[src/rtl/cntr_arb_pkg.sv]
// Shared definitions for the shared-counter delay arbiter: FSM state
// encoding and the counter and requester sizing constants.
package cntr_arb_pkg;

  localparam int CNT_W   = 4;
  localparam int MAX_REQ = 8;
  localparam int IDX_W   = $clog2(MAX_REQ);

  typedef enum logic [1:0] {
    IDLE = 2'd0,
    RUN  = 2'd1,
    DONE = 2'd2
  } arb_state_e;

endpackage

[src/rtl/four_bit_sync_cntr.sv]
// Free-running 4-bit up counter with enable. It is cleared only by the
// asynchronous reset. carry flags the enabled 15->0 rollover.
module four_bit_sync_cntr
  import cntr_arb_pkg::*;
(
  input  logic             clk,
  input  logic             rstn,
  input  logic             en,
  output logic [CNT_W-1:0] count,
  output logic             carry
);

  logic [CNT_W-1:0] count_r;

  // Count register: advance by one on every enabled cycle
  always_ff @(posedge clk or negedge rstn) begin
    if (!rstn) begin
      count_r <= 4'd0;
    end else if (en) begin
      count_r <= count_r + 4'd1;
    end else begin
      count_r <= count_r;
    end
  end

  assign count = count_r;
  assign carry = en & (count_r == 4'd15);

endmodule

[src/rtl/cntr_delay_arbiter.sv]
// Round-robin delay scheduler. Each granted delay is timed against a single
// free-running counter by comparing against a target latched at grant time.
module cntr_delay_arbiter
  import cntr_arb_pkg::*;
#(
  parameter int N_REQ = 4
) (
  input  logic                   clk,
  input  logic                   rstn,
  input  logic [N_REQ-1:0]       req,
  input  logic [CNT_W*N_REQ-1:0] len,
  output logic [N_REQ-1:0]       grant,
  output logic [N_REQ-1:0]       done,
  output logic                   busy,
  output logic                   cnt_en,
  output logic [CNT_W-1:0]       count
);

  arb_state_e       state_r, next_state_s;
  logic [IDX_W-1:0] idx_r, ptr_r, win_idx_s;
  logic             win_valid_s;
  logic [CNT_W-1:0] target_r, len_sel_s, count_s;
  logic             cnt_en_s, run_exit_s, carry_unused_s;
  logic [N_REQ-1:0] grant_r, done_r, grant_nxt_s, done_nxt_s;
  logic             busy_r, busy_nxt_s;
  int               rank_s, best_rank_s;

  four_bit_sync_cntr u_cntr (
    .clk   (clk),
    .rstn  (rstn),
    .en    (cnt_en_s),
    .count (count_s),
    .carry (carry_unused_s)
  );

  // Round-robin winner: rank 0 is the requester just after ptr
  always_comb begin
    win_valid_s = 1'b0;
    win_idx_s   = '0;
    best_rank_s = N_REQ;
    rank_s      = 0;
    for (int i = 0; i < N_REQ; i++) begin
      if (i > int'(ptr_r)) begin
        rank_s = i - int'(ptr_r) - 1;
      end else begin
        rank_s = i + N_REQ - int'(ptr_r) - 1;
      end
      if (req[i] && (rank_s < best_rank_s)) begin
        best_rank_s = rank_s;
        win_valid_s = 1'b1;
        win_idx_s   = IDX_W'(i);
      end else begin
        best_rank_s = best_rank_s;
      end
    end
  end

  // Length field of the current winner
  always_comb begin
    len_sel_s = '0;
    for (int i = 0; i < N_REQ; i++) begin
      len_sel_s = (win_idx_s == IDX_W'(i)) ? len[i*CNT_W +: CNT_W] : len_sel_s;
    end
  end

  // The final enabled cycle is the one whose increment lands on the target
  assign run_exit_s = ((count_s + 4'd1) == target_r);
  assign cnt_en_s   = (state_r == RUN);

  // FSM state register
  always_ff @(posedge clk or negedge rstn) begin
    if (!rstn) begin
      state_r <= IDLE;
    end else begin
      state_r <= next_state_s;
    end
  end

  // FSM next-state logic
  always_comb begin
    next_state_s = state_r;
    case (state_r)
      IDLE: begin
        if (win_valid_s) next_state_s = RUN;
        else             next_state_s = IDLE;
      end
      RUN: begin
        if (run_exit_s) next_state_s = DONE;
        else            next_state_s = RUN;
      end
      DONE:    next_state_s = IDLE;
      default: next_state_s = IDLE;
    endcase
  end

  // FSM output decode, registered below
  always_comb begin
    grant_nxt_s = '0;
    done_nxt_s  = '0;
    case (state_r)
      IDLE: begin
        for (int i = 0; i < N_REQ; i++) begin
          grant_nxt_s[i] = win_valid_s && (win_idx_s == IDX_W'(i));
        end
      end
      RUN: begin
        for (int i = 0; i < N_REQ; i++) begin
          grant_nxt_s[i] = !run_exit_s && grant_r[i];
          done_nxt_s[i]  = run_exit_s && (idx_r == IDX_W'(i));
        end
      end
      DONE: begin
        grant_nxt_s = '0;
        done_nxt_s  = '0;
      end
      default: begin
        grant_nxt_s = '0;
        done_nxt_s  = '0;
      end
    endcase
    busy_nxt_s = (next_state_s != IDLE);
  end

  // Grant bookkeeping: winner index, end target, and round-robin pointer
  always_ff @(posedge clk or negedge rstn) begin
    if (!rstn) begin
      idx_r    <= '0;
      target_r <= 4'd0;
      ptr_r    <= IDX_W'(N_REQ - 1);
    end else begin
      if ((state_r == IDLE) && win_valid_s) begin
        idx_r    <= win_idx_s;
        target_r <= count_s + len_sel_s;
      end else begin
        idx_r    <= idx_r;
        target_r <= target_r;
      end
      ptr_r <= (state_r == DONE) ? idx_r : ptr_r;
    end
  end

  // Output registers
  always_ff @(posedge clk or negedge rstn) begin
    if (!rstn) begin
      grant_r <= '0;
      done_r  <= '0;
      busy_r  <= 1'b0;
    end else begin
      grant_r <= grant_nxt_s;
      done_r  <= done_nxt_s;
      busy_r  <= busy_nxt_s;
    end
  end

  assign grant  = grant_r;
  assign done   = done_r;
  assign busy   = busy_r;
  assign cnt_en = cnt_en_s;
  assign count  = count_s;

endmodule

[config.mk]
export PLATFORM = sky130hd
export DESIGN_NAME = cntr_delay_arbiter
export DESIGN_NICKNAME = d
export VERILOG_FILES = /design/src/rtl/cntr_arb_pkg.sv /design/src/rtl/four_bit_sync_cntr.sv /design/src/rtl/cntr_delay_arbiter.sv
export SDC_FILE = /design/constraint.sdc
export NUM_CORES = 1
export LEC_CHECK = 0
export BUFFER_PORTS_ARGS = -buffer_cell sky130_fd_sc_hd__buf_2
export CORE_MARGIN = 8
export CORE_UTILIZATION = 60
export CTS_CLUSTER_DIAMETER = 40
export DETAILED_ROUTE_END_ITERATION = 8
export HOLD_SLACK_MARGIN = 0.06
export PLACE_DENSITY = 0.95
export SKIP_LAST_GASP = 1
export SLEW_MARGIN = 20
export SYNTH_ARGS = -nofsm -noshare
export SYNTH_HDL_FRONTEND = slang
export SYNTH_SLANG_ARGS = --single-unit
[constraint.sdc]
create_clock -name clk -period 13.3 [get_ports clk]
set_input_delay 1.995 -clock clk [delete_from_list [all_inputs] [get_ports clk]]
set_output_delay 1.995 -clock clk [all_outputs]
set_load 0.01 [all_outputs]
==> flow_summary.ini, run 1 <==
[sta]
tightest_slew_ns = 0.7472
rsz0062_at_grt = no
fmax_ghz = 0.1335
slew_headroom = 0.5002
hold_viol_final = 0
fin_crit_ns = 7.491
setup_ws_ns = 5.809
final-setup-viol-count = 0
setup-tns-final_ns = 0
skew_ns = 0.004345
finalCritPeriodShare = 0.5632
final_max_slew_viol_count = 0

[grt]
grt_start_max_net_pins = 24
track_usage = 0.1529
globalRouteMet3Util = 0.03487
use_met2 = 0.2745
grt_pass1_vias = 1449
grt_pass1_wl_mm = 6.568
antenna_found_initial = 0
busiest_layer = met2
grt_remaining_overflow = 0
use_met1 = 0.1858

[clock_network]
cts_made_buffers = 3
cts_resized = 0
htreeDepth = 1
clockRootBuffer = clkbuf_4
cts_tree = yes
postCtsSetupRepairBufs = 0
hold_buffers = 0
path_clk_slew_ns = 0.12
clock_path_buffers = 2
cts_sinks = 23
clk_latency_ns = 0.31

[final_layout]
multi_input_area_sq_um = 1214
final-seq-area_sq_um = 578.1
fill_cells = 229
final_cell_mix = buf_2 (35), ha_1 (22), dfrtp_1 (21), nand2_1 (18), nor2_1 (14)
drive_gt1_frac = 0.2402
fin_util = 0.6945
final_nets = 275
layout_commonest_cell = buf_2
antenna_cells = 0
area_delta_synth_final_pct = 12.45

[routing]
routedWlPerCell_um = 14.94
drc_errors = 0
vias_per_cell = 5.798
drtAntennaViolNets = 0
drtIter0Drc = 43
drt_first_pass_iters = 4
num_vias = 1519
wl_mm = 3.914

[die]
fp.dieH_um = 71.37
ios = 36
start_util = 0.6176
rows = 20
die_area_sq_um = 5093
coreArea_sq_um = 2978
die_w_um = 71.37

[setup_path]
crit_top_cell = ha_1
end_kind = flop
critical_path_class = primary input to flop
cp.required_ns = 13.50
timing.rr.start = ptr_r[0]$_DFFE_PN1N_
crit_path_start = req[0]
crit_fanout = 15
worst_setup_path_start_kind = primary input
cpPeakStageDelay_ns = 0.61
crit_slowest_cell = a211oi_4
crit_arrival_ns = 7.69

[placed_design]
hpwl_mm = 3.115
dp_slack_ns = 5.458
portBuffers = 35
place.gp.congestion = 0.8600

[flow_run]
cap_viol_max_count = 0

[logic_synthesis]
synth_edf_count = 0
synth_cell_type_count = 50
synth_seq_cells = 23
syn-cell-area_sq_um = 1839
synth-async-reset-ratio = 1.000
synth_ff_type = dfrtp_1
synth_cells = 193
yosys_warnings = 0
yosysSeqAreaShare = 0.3143
syn_area_per_cell_sq_um = 9.530

[min_path]
min-delay-path-class = flop to flop
min_from = target_r[2]$_DFFE_PN0P_

[status]
status = complete, no violations
[routing by layer]
metal	wire length, um	share of wire	up-vias
li1	-	-	753
met1	1719	0.44	733
met2	2005	0.51	31
met3	173	0.044	2
met4	14	0.0036	0
met5	0	0	-
[Yosys cell counts (all sizes together), types with 4 or more instances]
master | count | share of area
xnor2 | 8 | 0.038
ha | 22 | 0.15
a21oi | 6 | 0.016
inv | 9 | 0.018
mux2 | 7 | 0.043
o21ai | 13 | 0.039
a21o | 4 | 0.016
nand3 | 5 | 0.014
mux2i | 4 | 0.022
nor2b | 7 | 0.024
nor3 | 5 | 0.014
nor2 | 14 | 0.029
xor2 | 7 | 0.033
dfrtp | 21 | 0.29
nand2 | 18 | 0.037
[registers in the layout, indices dropped and copies added (netlist names)]
register	cells
grant	4
ptr_r	2
u_cntr.count	4
idx_r	2
done	4
busy	1
target_r	4
state_r	2
[logic make-up (layout without fill, tap and decap cells)]
family | after synthesis | count (layout) | synth area share
flip-flops | 23 | 23 | 0.3143
buffers and inverters | 13 | 48 | 0.02789
multiplexers | 11 | 11 | 0.06462
AND/OR/NAND/NOR | 65 | 65 | 0.1782
other | 2 | 3 | 0.004083
XOR/XNOR | 15 | 15 | 0.07143
AO/OA/AOI/OAI | 41 | 41 | 0.1789
adder cells (fa/ha/maj) | 23 | 23 | 0.1605
[metrics by stage]
step	instance area (sq um)	hold slack (ns)	instances
3_5_place_dp	2042	0.4987	258
5_1_grt	2068	0.5479	262
3_3_place_gp	2042	0.4852	258
2_1_floorplan	1843	0.4642	194
4_1_cts	2068	0.5264	262
6_report	2068	0.5252	262
[final timing paths]
kind,endpoint,slack (ns),cells past startpoint
min,target_r[2]$_DFFE_PN0P_,0.53,2
max,target_r[3]$_DFFE_PN0P_,5.81,26
max reg2reg,target_r[3]$_DFFE_PN0P_,6.26,29
min in group asynchronous,u_cntr.count[0]$_DFFE_PN0P_,1.63,1
max in group asynchronous,ptr_r[0]$_DFFE_PN1N_,11.31,1
min reg2reg,target_r[2]$_DFFE_PN0P_,0.53,2
[critical path: cells and delay by family]
kind	cells	cell delay, ns
AOI/OAI and AO/OA	12	2.79
xor gates and xnor gates	1	0.22
muxes	1	0.39
buffers and inverters	1	0.14
adders and majority gates	4	1.18
and+or+nand+nor	7	0.97
[cell type report]
type                    count  share of cell area
repair buffers             35             0.08469
inverters                   9             0.01633
multi-input cells         158              0.5868
well taps                  33             0.01996
clock buffers               4             0.01270
flip-flops and latches     23              0.2795
Power of run 1 is left out: the tool's default activity adds up to more than one toggle a clock period on the data nets, which glitch-free logic cannot reach.
==> inputs of run 2 (changes only) <==
Settings changed: CORE_UTILIZATION 60 to 50, PLACE_DENSITY 0.95 to 0.86.
Clock period 13.3 ns to 6.6 ns, I/O delays scaled along.
==> flow_summary.ini, run 2 (synthesis gave the netlist of run 1 again) <==
[status]
status = complete, no violations

[routing]
drc_errors = 0
drtAntennaViolNets = 0
routedWlPerCell_um = 13.60
drtIter0Drc = 52
drt_first_pass_iters = 6
vias_per_cell = 5.346
wl_mm = 3.849
num_vias = 1513

[die]
fp.dieH_um = 76.65
rows = 22
start_util = 0.5101
die_area_sq_um = 5875
die_w_um = 76.65
ios = 36
coreArea_sq_um = 3606

[setup_path]
crit_slowest_cell = dfstp_2
reg2reg_slack_ns = 0.28
cpPeakStageDelay_ns = 0.62
path_buf_inv = 3
worst_setup_path_start_kind = flop
endpoint = target_r[3]$_DFFE_PN0P_
crit_top_cell = ha_1
crit_cells = 30
worst-r2r-cell-count = 30
r2r_end = target_r[3]$_DFFE_PN0P_
critical_path_class = flop to flop
end_kind = flop
crit_arrival_ns = 6.45
crit_fanout = 7
cp.required_ns = 6.74
timing.rr.start = ptr_r[1]$_DFFE_PN1N_
crit_path_start = ptr_r[1]$_DFFE_PN1N_
critical_path.top_delay_family = compound AO/OA/AOI/OAI gates

[sta]
finalCritPeriodShare = 0.9573
final-setup-viol-count = 0
hold_viol_final = 0
fin_crit_ns = 6.318
setup_ws_ns = 0.2818
final_max_slew_viol_count = 0
fmax_ghz = 0.1583
skew_ns = 0.002257

[clock_network]
htreeDepth = 1
cts_made_buffers = 3
clk_latency_ns = 0.26
cts_sinks = 23
hold_buffers = 0
clock_path_buffers = 2
path_clk_slew_ns = 0.08
cts_tree = yes
clockRootBuffer = clkbuf_8

[final_layout]
stdcell_count = 283
drive_gt1_frac = 0.2979
final_nets = 281
area_delta_synth_final_pct = 19.12
layout_commonest_cell = buf_2
multi_input_area_sq_um = 1246
final_cell_mix = buf_2 (35), ha_1 (21), dfrtp_1 (21), nand2_1 (17), nor2_1 (14)
antenna_cells = 0
final-seq-area_sq_um = 578.1
fill_cells = 318

[grt]
antenna_found_initial = 0
track_usage = 0.1278
grt_remaining_overflow = 0
grt_start_max_net_pins = 24
grt_pass1_vias = 1503
grt_pass1_wl_mm = 6.479

[placed_design]
hpwl_mm = 3.106
dp_slack_ns = 0.1348
place.gp.congestion = 0.8142
portBuffers = 35
placed_cells = 277

[flow_run]
cap_viol_max_count = 0

[min_path]
min-delay-path-class = flop to flop
[run 2: stage by stage]
step / area [sq um] / utilization / setup TNS (ns) / hold slack (ns)
finish: 2191 / 0.6076 / 0 / 0.5076
global route: 2191 / 0.6076 / -0.02315 / 0.5294
CTS: 2136 / 0.5923 / 0 / 0.5118
detailed placement: 2091 / 0.5798 / 0 / 0.4909
global placement: 2091 / 0.5798 / 0 / 0.4840
floorplan: 1843 / - / 0 / 0.4642
[run 2: area by class of cell]
class / count / area share
multi-input combinational: 158 / 0.5688
sequential: 23 / 0.2638
timing repair buffer: 41 / 0.1022
tap: 48 / 0.02741
clock buffer: 4 / 0.02056
inverter: 9 / 0.01713
[run 2: routing by layer]
metal	routed length (um)	vias to the layer above	GRT usage	part of all wire
met1	1780	723	0.1534	0.46
met5	0	-	0	0
met4	24	0	0.02308	0.0062
met2	1937	24	0.2279	0.50
met3	106	5	0.02914	0.028
li1	-	761	-	-
[run 2: worst min-delay path by stage]
| stage | start | endpoint | cells after the start | slack [ns] |
|---|---|---|---|---|
| 4_1_cts | grant[1]$_DFF_PN0_ | grant[1]$_DFF_PN0_ | 1 | 0.51 |
| 5_1_grt | grant[1]$_DFF_PN0_ | grant[1]$_DFF_PN0_ | 1 | 0.53 |
| 3_5_place_dp | grant[1]$_DFF_PN0_ | grant[1]$_DFF_PN0_ | 1 | 0.49 |
| 6_report | grant[0]$_DFF_PN0_ | grant[0]$_DFF_PN0_ | 1 | 0.51 |
| 3_3_place_gp | grant[0]$_DFF_PN0_ | grant[0]$_DFF_PN0_ | 1 | 0.48 |
| 2_1_floorplan | idx_r[0]$_DFFE_PN0P_ | done[2]$_DFF_PN0_ | 1 | 0.46 |
[run 2: timing repair]
item	4_1_cts	5_1_grt
endpoints found under the setup margin	0	3
hold endpoints to repair	0	0
setup buffers	0	2
resized for setup	0	10
Power of run 2 is left out for the same reason.
